## src/rtl/shift_sequencer.sv

```systemverilog
// shift_sequencer: iterative barrel shifter (SLL / SRL / SRA).
// One operation at a time. The shift amount is applied as five binary-weighted
// stages of 1, 2, 4, 8 and 16 positions, one stage per clock.
//
// Handshake (valid/ready):
//   - An input transfer happens on a rising edge where in_valid && in_ready.
//   - An output transfer happens on a rising edge where out_valid && out_ready.
//   - in_ready and out_valid are pure functions of the FSM state.
//   - Z and out_valid hold steady until the output transfer.
//
// Timing from the accepting edge (counted as edge 1):
//   - edges 2..6 apply stages 0..4;
//   - edge 6 also loads Z and enters DONE.
// out_valid is therefore high after the 6th edge. With out_ready held high,
// the release edge is the 7th edge and the next accept the 8th, so
// consecutive accepts are 7 cycles apart.
module shift_sequencer #(
  parameter int WIDTH  = 32,
  parameter int STAGES = 5
) (
  input  logic             clk,
  input  logic             rst_n,
  input  logic             in_valid,
  output logic             in_ready,
  input  logic [1:0]       op,
  input  logic [WIDTH-1:0] X,
  input  logic [WIDTH-1:0] Y,
  output logic             out_valid,
  input  logic             out_ready,
  output logic [WIDTH-1:0] Z,
  output logic             busy
);

  // Operation encodings; 2'b10 is reserved and behaves as SRL.
  localparam logic [1:0] OP_SLL = 2'b00;
  localparam logic [1:0] OP_SRA = 2'b11;

  localparam logic [2:0] K_LAST = 3'(STAGES - 1);

  // FSM state. The enum is kept as a named signal so checkers can bind to it.
  typedef enum logic [1:0] {
    IDLE  = 2'd0,
    SHIFT = 2'd1,
    DONE  = 2'd2
  } state_t;

  state_t state;
  state_t state_nxt;

  // Stage counter and captured operands.
  logic [2:0]       k;
  logic [1:0]       op_q;
  logic [WIDTH-1:0] y_q;
  logic             sign_q;
  logic [WIDTH-1:0] work;

  // Combinational datapath.
  logic             accept;
  logic             stage_last;
  logic             release_out;
  logic [4:0]       shamt;
  logic [WIDTH-1:0] shifted;
  logic [WIDTH-1:0] stage_res;
  logic             over_range;
  logic [WIDTH-1:0] final_res;

  assign accept      = (state == IDLE)  && in_valid;
  assign stage_last  = (state == SHIFT) && (k == K_LAST);
  assign release_out = (state == DONE)  && out_ready;

  // One stage of the shifter.
  // The stage weight is 2^k. The stage shifts only when the matching captured
  // Y bit is set.
  always_comb begin
    shamt   = 5'd1 << k;
    shifted = work >> shamt;
    case (op_q)
      OP_SLL:  shifted = work << shamt;
      OP_SRA:  shifted = $signed(work) >>> shamt;
      default: shifted = work >> shamt;
    endcase
    stage_res = y_q[k] ? shifted : work;
  end

  // Result value to load into Z.
  // Any set bit in Y[31:5] is an over-range shift; the result is then fully
  // filled with the fill bit. The fill bit is the sign of X for SRA and zero
  // for SLL and SRL.
  always_comb begin
    over_range = |y_q[WIDTH-1:STAGES];
    final_res  = stage_res;
    if (over_range) begin
      final_res = (op_q == OP_SRA) ? {WIDTH{sign_q}} : '0;
    end
  end

  // State register.
  always_ff @(posedge clk or negedge rst_n) begin
    if (!rst_n) begin
      state <= IDLE;
    end else begin
      state <= state_nxt;
    end
  end

  // Next-state and handshake outputs.
  // A release edge returns to IDLE only. No accept can happen on that same
  // edge, because in_ready is low while the FSM is in DONE.
  always_comb begin
    state_nxt = state;
    in_ready  = 1'b0;
    out_valid = 1'b0;
    busy      = 1'b1;
    case (state)
      IDLE: begin
        in_ready = 1'b1;
        busy     = 1'b0;
        if (in_valid) begin
          state_nxt = SHIFT;
        end
      end
      SHIFT: begin
        if (k == K_LAST) begin
          state_nxt = DONE;
        end
      end
      DONE: begin
        out_valid = 1'b1;
        if (out_ready) begin
          state_nxt = IDLE;
        end
      end
      default: begin
        state_nxt = IDLE;
      end
    endcase
  end

  // Operand capture and stage counter.
  // The captured operands change only on acceptance. Inputs seen in SHIFT or
  // DONE never reach these registers.
  always_ff @(posedge clk or negedge rst_n) begin
    if (!rst_n) begin
      op_q   <= 2'b00;
      y_q    <= '0;
      sign_q <= 1'b0;
      k      <= 3'd0;
    end else if (accept) begin
      op_q   <= op;
      y_q    <= Y;
      sign_q <= X[WIDTH-1];
      k      <= 3'd0;
    end else if (state == SHIFT) begin
      k <= stage_last ? 3'd0 : k + 3'd1;
    end
  end

  // Working register.
  // It is loaded with X on acceptance and then advances one stage per SHIFT
  // cycle.
  always_ff @(posedge clk or negedge rst_n) begin
    if (!rst_n) begin
      work <= '0;
    end else if (accept) begin
      work <= X;
    end else if (state == SHIFT) begin
      work <= stage_res;
    end
  end

  // Output register.
  // Z is loaded only on entry to DONE and otherwise keeps the last result,
  // including after release.
  always_ff @(posedge clk or negedge rst_n) begin
    if (!rst_n) begin
      Z <= '0;
    end else if (stage_last) begin
      Z <= final_res;
    end
  end

endmodule

```

## config.mk

```make
export PLATFORM = sky130hd
export DESIGN_NAME = shift_sequencer
export DESIGN_NICKNAME = d
export VERILOG_FILES = /design/src/rtl/shift_sequencer.sv
export SDC_FILE = /design/constraint.sdc
export NUM_CORES = 1
export LEC_CHECK = 0
export BUFFER_PORTS_ARGS = -buffer_cell sky130_fd_sc_hd__buf_2
export CAP_MARGIN = 20
export CORE_UTILIZATION = 39
export DETAILED_ROUTE_END_ITERATION = 12
export PLACE_DENSITY_LB_ADDON = 0.1
export SYNTH_ARGS = -nofsm -noshare
export SYNTH_HDL_FRONTEND = slang
export SYNTH_SLANG_ARGS = --single-unit
```

## constraint.sdc

```tcl
create_clock -name clk -period 2.9 [get_ports clk]
set_input_delay 0.29 -clock clk [delete_from_list [all_inputs] [get_ports clk]]
set_output_delay 0.29 -clock clk [all_outputs]
set_load 0.02 [all_outputs]
```

==> reports/metrics.yaml <==
drtIter0Drc: 1363
ys_async_sr_fraction_pct: 100.0
route.detailed.drc: 0
routedWlPerCell_um: 28.46
critPathMaxFanout: 26
numCtsBuffers: 9
yosysTopAreaCell: "dfrtp_1"
nets: 1514
clkTransAtPathRegs_ns: 0.08
setup_viol: 7
antenna_found_initial: 1
finalCriticalPeriod_ns: 2.934
yosysSeqAreaShare_pct: 26.60
slew_headroom_pct: 49.64
wl_um: 50260
critical_path_arrival_ns: 3.20
run_status: "finished with violations"
port_buffers: 104
worst_slew_pin_slew_ns: 0.7555
whs_endpoint: "state[1]$_DFFE_PN0P_"
drive_gt1_share_pct: 41.47
synthAdderAreaFrac_pct: 0.8951
reg2reg_slack_ns: -0.03
synthSimpleGateAreaFrac_pct: 18.49
postSynthAreaPerCell_sq_um: 8.363
maxSlewViolCount: 0
syn_area_sq_um: 9784
grt-ovfl-total: 0
areaGrowthSynthToFinish_pct: 39.07
setup_ws_ns: -0.03389
htreeDepth: 3
start_util_pct: 40.00
clockRootBuffer: "clkbuf_16"
syn-num-nets: 1247
rows: 57
die_h_um: 160.4
synth-compound-area-share_pct: 26.46
core_sq_um: 24460
dieArea_sq_um: 25730
synthCells: 1170
cts.path.max_buffers: 2
cts_tree: "done"
synth_edf_count: 0
synthTopCellsByArea: "dfrtp_1 (27%), mux4_2 (13%), nand2_1 (7.1%), mux2i_1 (6.6%), o21ai_0 (3.8%)"
synth_top_family_by_area: "compound AO/OA/AOI/OAI gates"
diodes: 0
fp.dieW_um: 160.4
min_from: "out_ready"
drtAntennaViolNets: 0
finalHoldViolCount: 0
yosys_warnings: 0
yosysUniqueCellTypes: 72
ys_seq_elements: 104
synth_mux_area_share_pct: 20.58
grt_pass1_vias: 11000
finalClockSkew_ns: 0.01620
cts.sinks: 104
violations: "negative setup slack"
drt-vias-per-instance: 6.548
period_share_pct: 101.2
crit_required_ns: 3.16
clock.fmax_mhz: 340.8
grt_pass1_wl_um: 73800
r2r-start: "k[1]$_DFFE_PN0P_"
synth_top_area_share_pct: 26.60
place.gp.congestion: 1.039
r2r_cells: 12
crit_path_end_kind: "flop"
drv_cap: 0
placed_cell_area_sq_um: 12340
holdPathStages: 2
ys.flop_type: "dfrtp_1"
worstHoldPathType: "in -> reg"
reg2reg_to: "work[25]$_DFFE_PN0P_"
dr.pass1.iters: 6
clk_latency_ns: 0.37
io_pins: 105
hpwl_um: 38420
grt_max_degree: 47
fin_area_sq_um: 13610
rsz0062_at_grt: "true"
synthXorXnorAreaFrac_pct: 0
grt_use_total_pct: 38.99
critPathKind: "reg -> reg"
num_vias: 11560
start_kind: "flop"
[state kept, by name, summed over array words and instances, names as in the netlist]
register and flops:
Z 32, k 3, op_q 2, sign_q 1, state 2, work 32, y_q 32
[stage by stage]
stage / setup TNS (ns) / hold slack (ns) / instances / setup slack [ns] / util [%]
5_1_grt: -1.364 / 0.09781 / 1766 / -0.1133 / 55.62
3_3_place_gp: -3.486 / 0.2917 / 1716 / -0.1690 / 50.45
2_1_floorplan: 0 / -0.005591 / 1170 / 0.1101 / -
3_5_place_dp: -3.872 / 0.2853 / 1716 / -0.1894 / 50.45
6_report: -0.1397 / 0.09855 / 1766 / -0.03389 / 55.62
4_1_cts: -0.01261 / 0.08814 / 1736 / -0.006002 / 52.59
[synth_stat cells (6+ instances only)]
library cell	n
a22o_1	8
inv_1	15
o21ai_0	75
buf_1	11
buf_2	27
clkbuf_1	91
o22ai_1	18
nor4_1	7
nor2_1	78
a21oi_1	63
mux4_2	56
or3_1	10
mux2i_1	65
o31ai_1	13
nand2_1	185
nand2b_1	9
mux2_2	9
a31o_2	6
o211ai_1	10
nand3b_1	7
a211oi_1	29
a31oi_1	20
buf_4	9
a21o_1	11
ha_1	7
a221o_1	7
o32a_1	6
a211o_1	6
nand3_1	28
dfrtp_1	104
a221oi_1	9
nor2b_1	12
and3b_1	8
a22oi_1	25
o221a_2	9
and2_1	7
nor3_1	23
[layout by cell type (no fill, tap or decap), types with 10 or more instances in the layout]
| master | netlist | routed |
|---|---|---|
| mux2i_1 | 65 | 48 |
| o21ai_0 | 75 | 64 |
| o211ai_1 | 10 | 10 |
| a211oi_2 | 0 | 11 |
| a21o_1 | 11 | 11 |
| clkbuf_16 | 0 | 10 |
| o22ai_1 | 18 | 14 |
| nand2_1 | 185 | 183 |
| inv_1 | 15 | 13 |
| buf_4 | 9 | 255 |
| mux4_2 | 56 | 56 |
| dfrtp_1 | 104 | 104 |
| a22oi_1 | 25 | 23 |
| nand3_1 | 28 | 27 |
| a211oi_1 | 29 | 17 |
| buf_12 | 0 | 21 |
| a31oi_1 | 20 | 18 |
| a21oi_1 | 63 | 58 |
| buf_2 | 27 | 103 |
| buf_6 | 3 | 13 |
| nor2_1 | 78 | 74 |
| nor3_1 | 23 | 17 |
[metal layers]
metal	GRT usage [%]	part of all wire, %	vias to the layer above
li1	-	-	4962
met1	55.41	42	5678
met2	57.60	43	772
met3	7.825	11	149
met4	16.15	4.7	2
met5	0	0.026	-
[what timing repair did]
action                                  in CTS  in global routing
hold buffers                                 1                  0
endpoints found under the hold margin       36                  0
endpoints found under the setup margin      54                 58
pin swaps                                    8                 35
setup buffers                                3                 31
resized for setup                           46                107
cloned                                       0                  1
[cells by family after synthesis]
group / after synthesis
simple gates: 396
compound gates: 375
buf+inv: 158
mux: 130
flops: 104
fa+ha+maj: 7
[worst max-delay path: stages, from the launching register on]
cell	delay [ns]
dfrtp_1	0.41
inv_2	0.11
ha_4	0.19
buf_8	0.21
buf_12	0.16
nand3b_1	0.11
a21boi_0	0.19
mux4_2	0.54
o22ai_2	0.21
a2bb2oi_1	0.21
a31oi_1	0.06
buf_4	0.18
o21ai_0	0.23
[worst max-delay path by stage]
stage                           startpoint              endpoint  slack (ns)  cells after the start
after CTS                 k[1]$_DFFE_PN0P_      Z[1]$_DFFE_PN0P_      -0.006                     11
after detailed placement  k[1]$_DFFE_PN0P_     Z[17]$_DFFE_PN0P_       -0.19                     10
after global routing      k[1]$_DFFE_PN0P_  work[22]$_DFFE_PN0P_       -0.11                     12
after floorplan           k[0]$_DFFE_PN0P_   work[8]$_DFFE_PN0P_        0.11                     12
final                     k[1]$_DFFE_PN0P_  work[25]$_DFFE_PN0P_       -0.03                     12
after global placement    k[1]$_DFFE_PN0P_     Z[29]$_DFFE_PN0P_       -0.17                     13
[final cells by class]
type	count	area (sq um)
fill	2311	10860
multi-input combinational	908	7148
timing repair buffer	397	3089
sequential	104	2603
tap	324	405.4
clock buffer	9	225.2
clock inverter	7	72.57
inverter	17	63.81
Power is left out: the tool's default activity adds up to more than one toggle a clock period on the data nets, which glitch-free logic cannot reach.
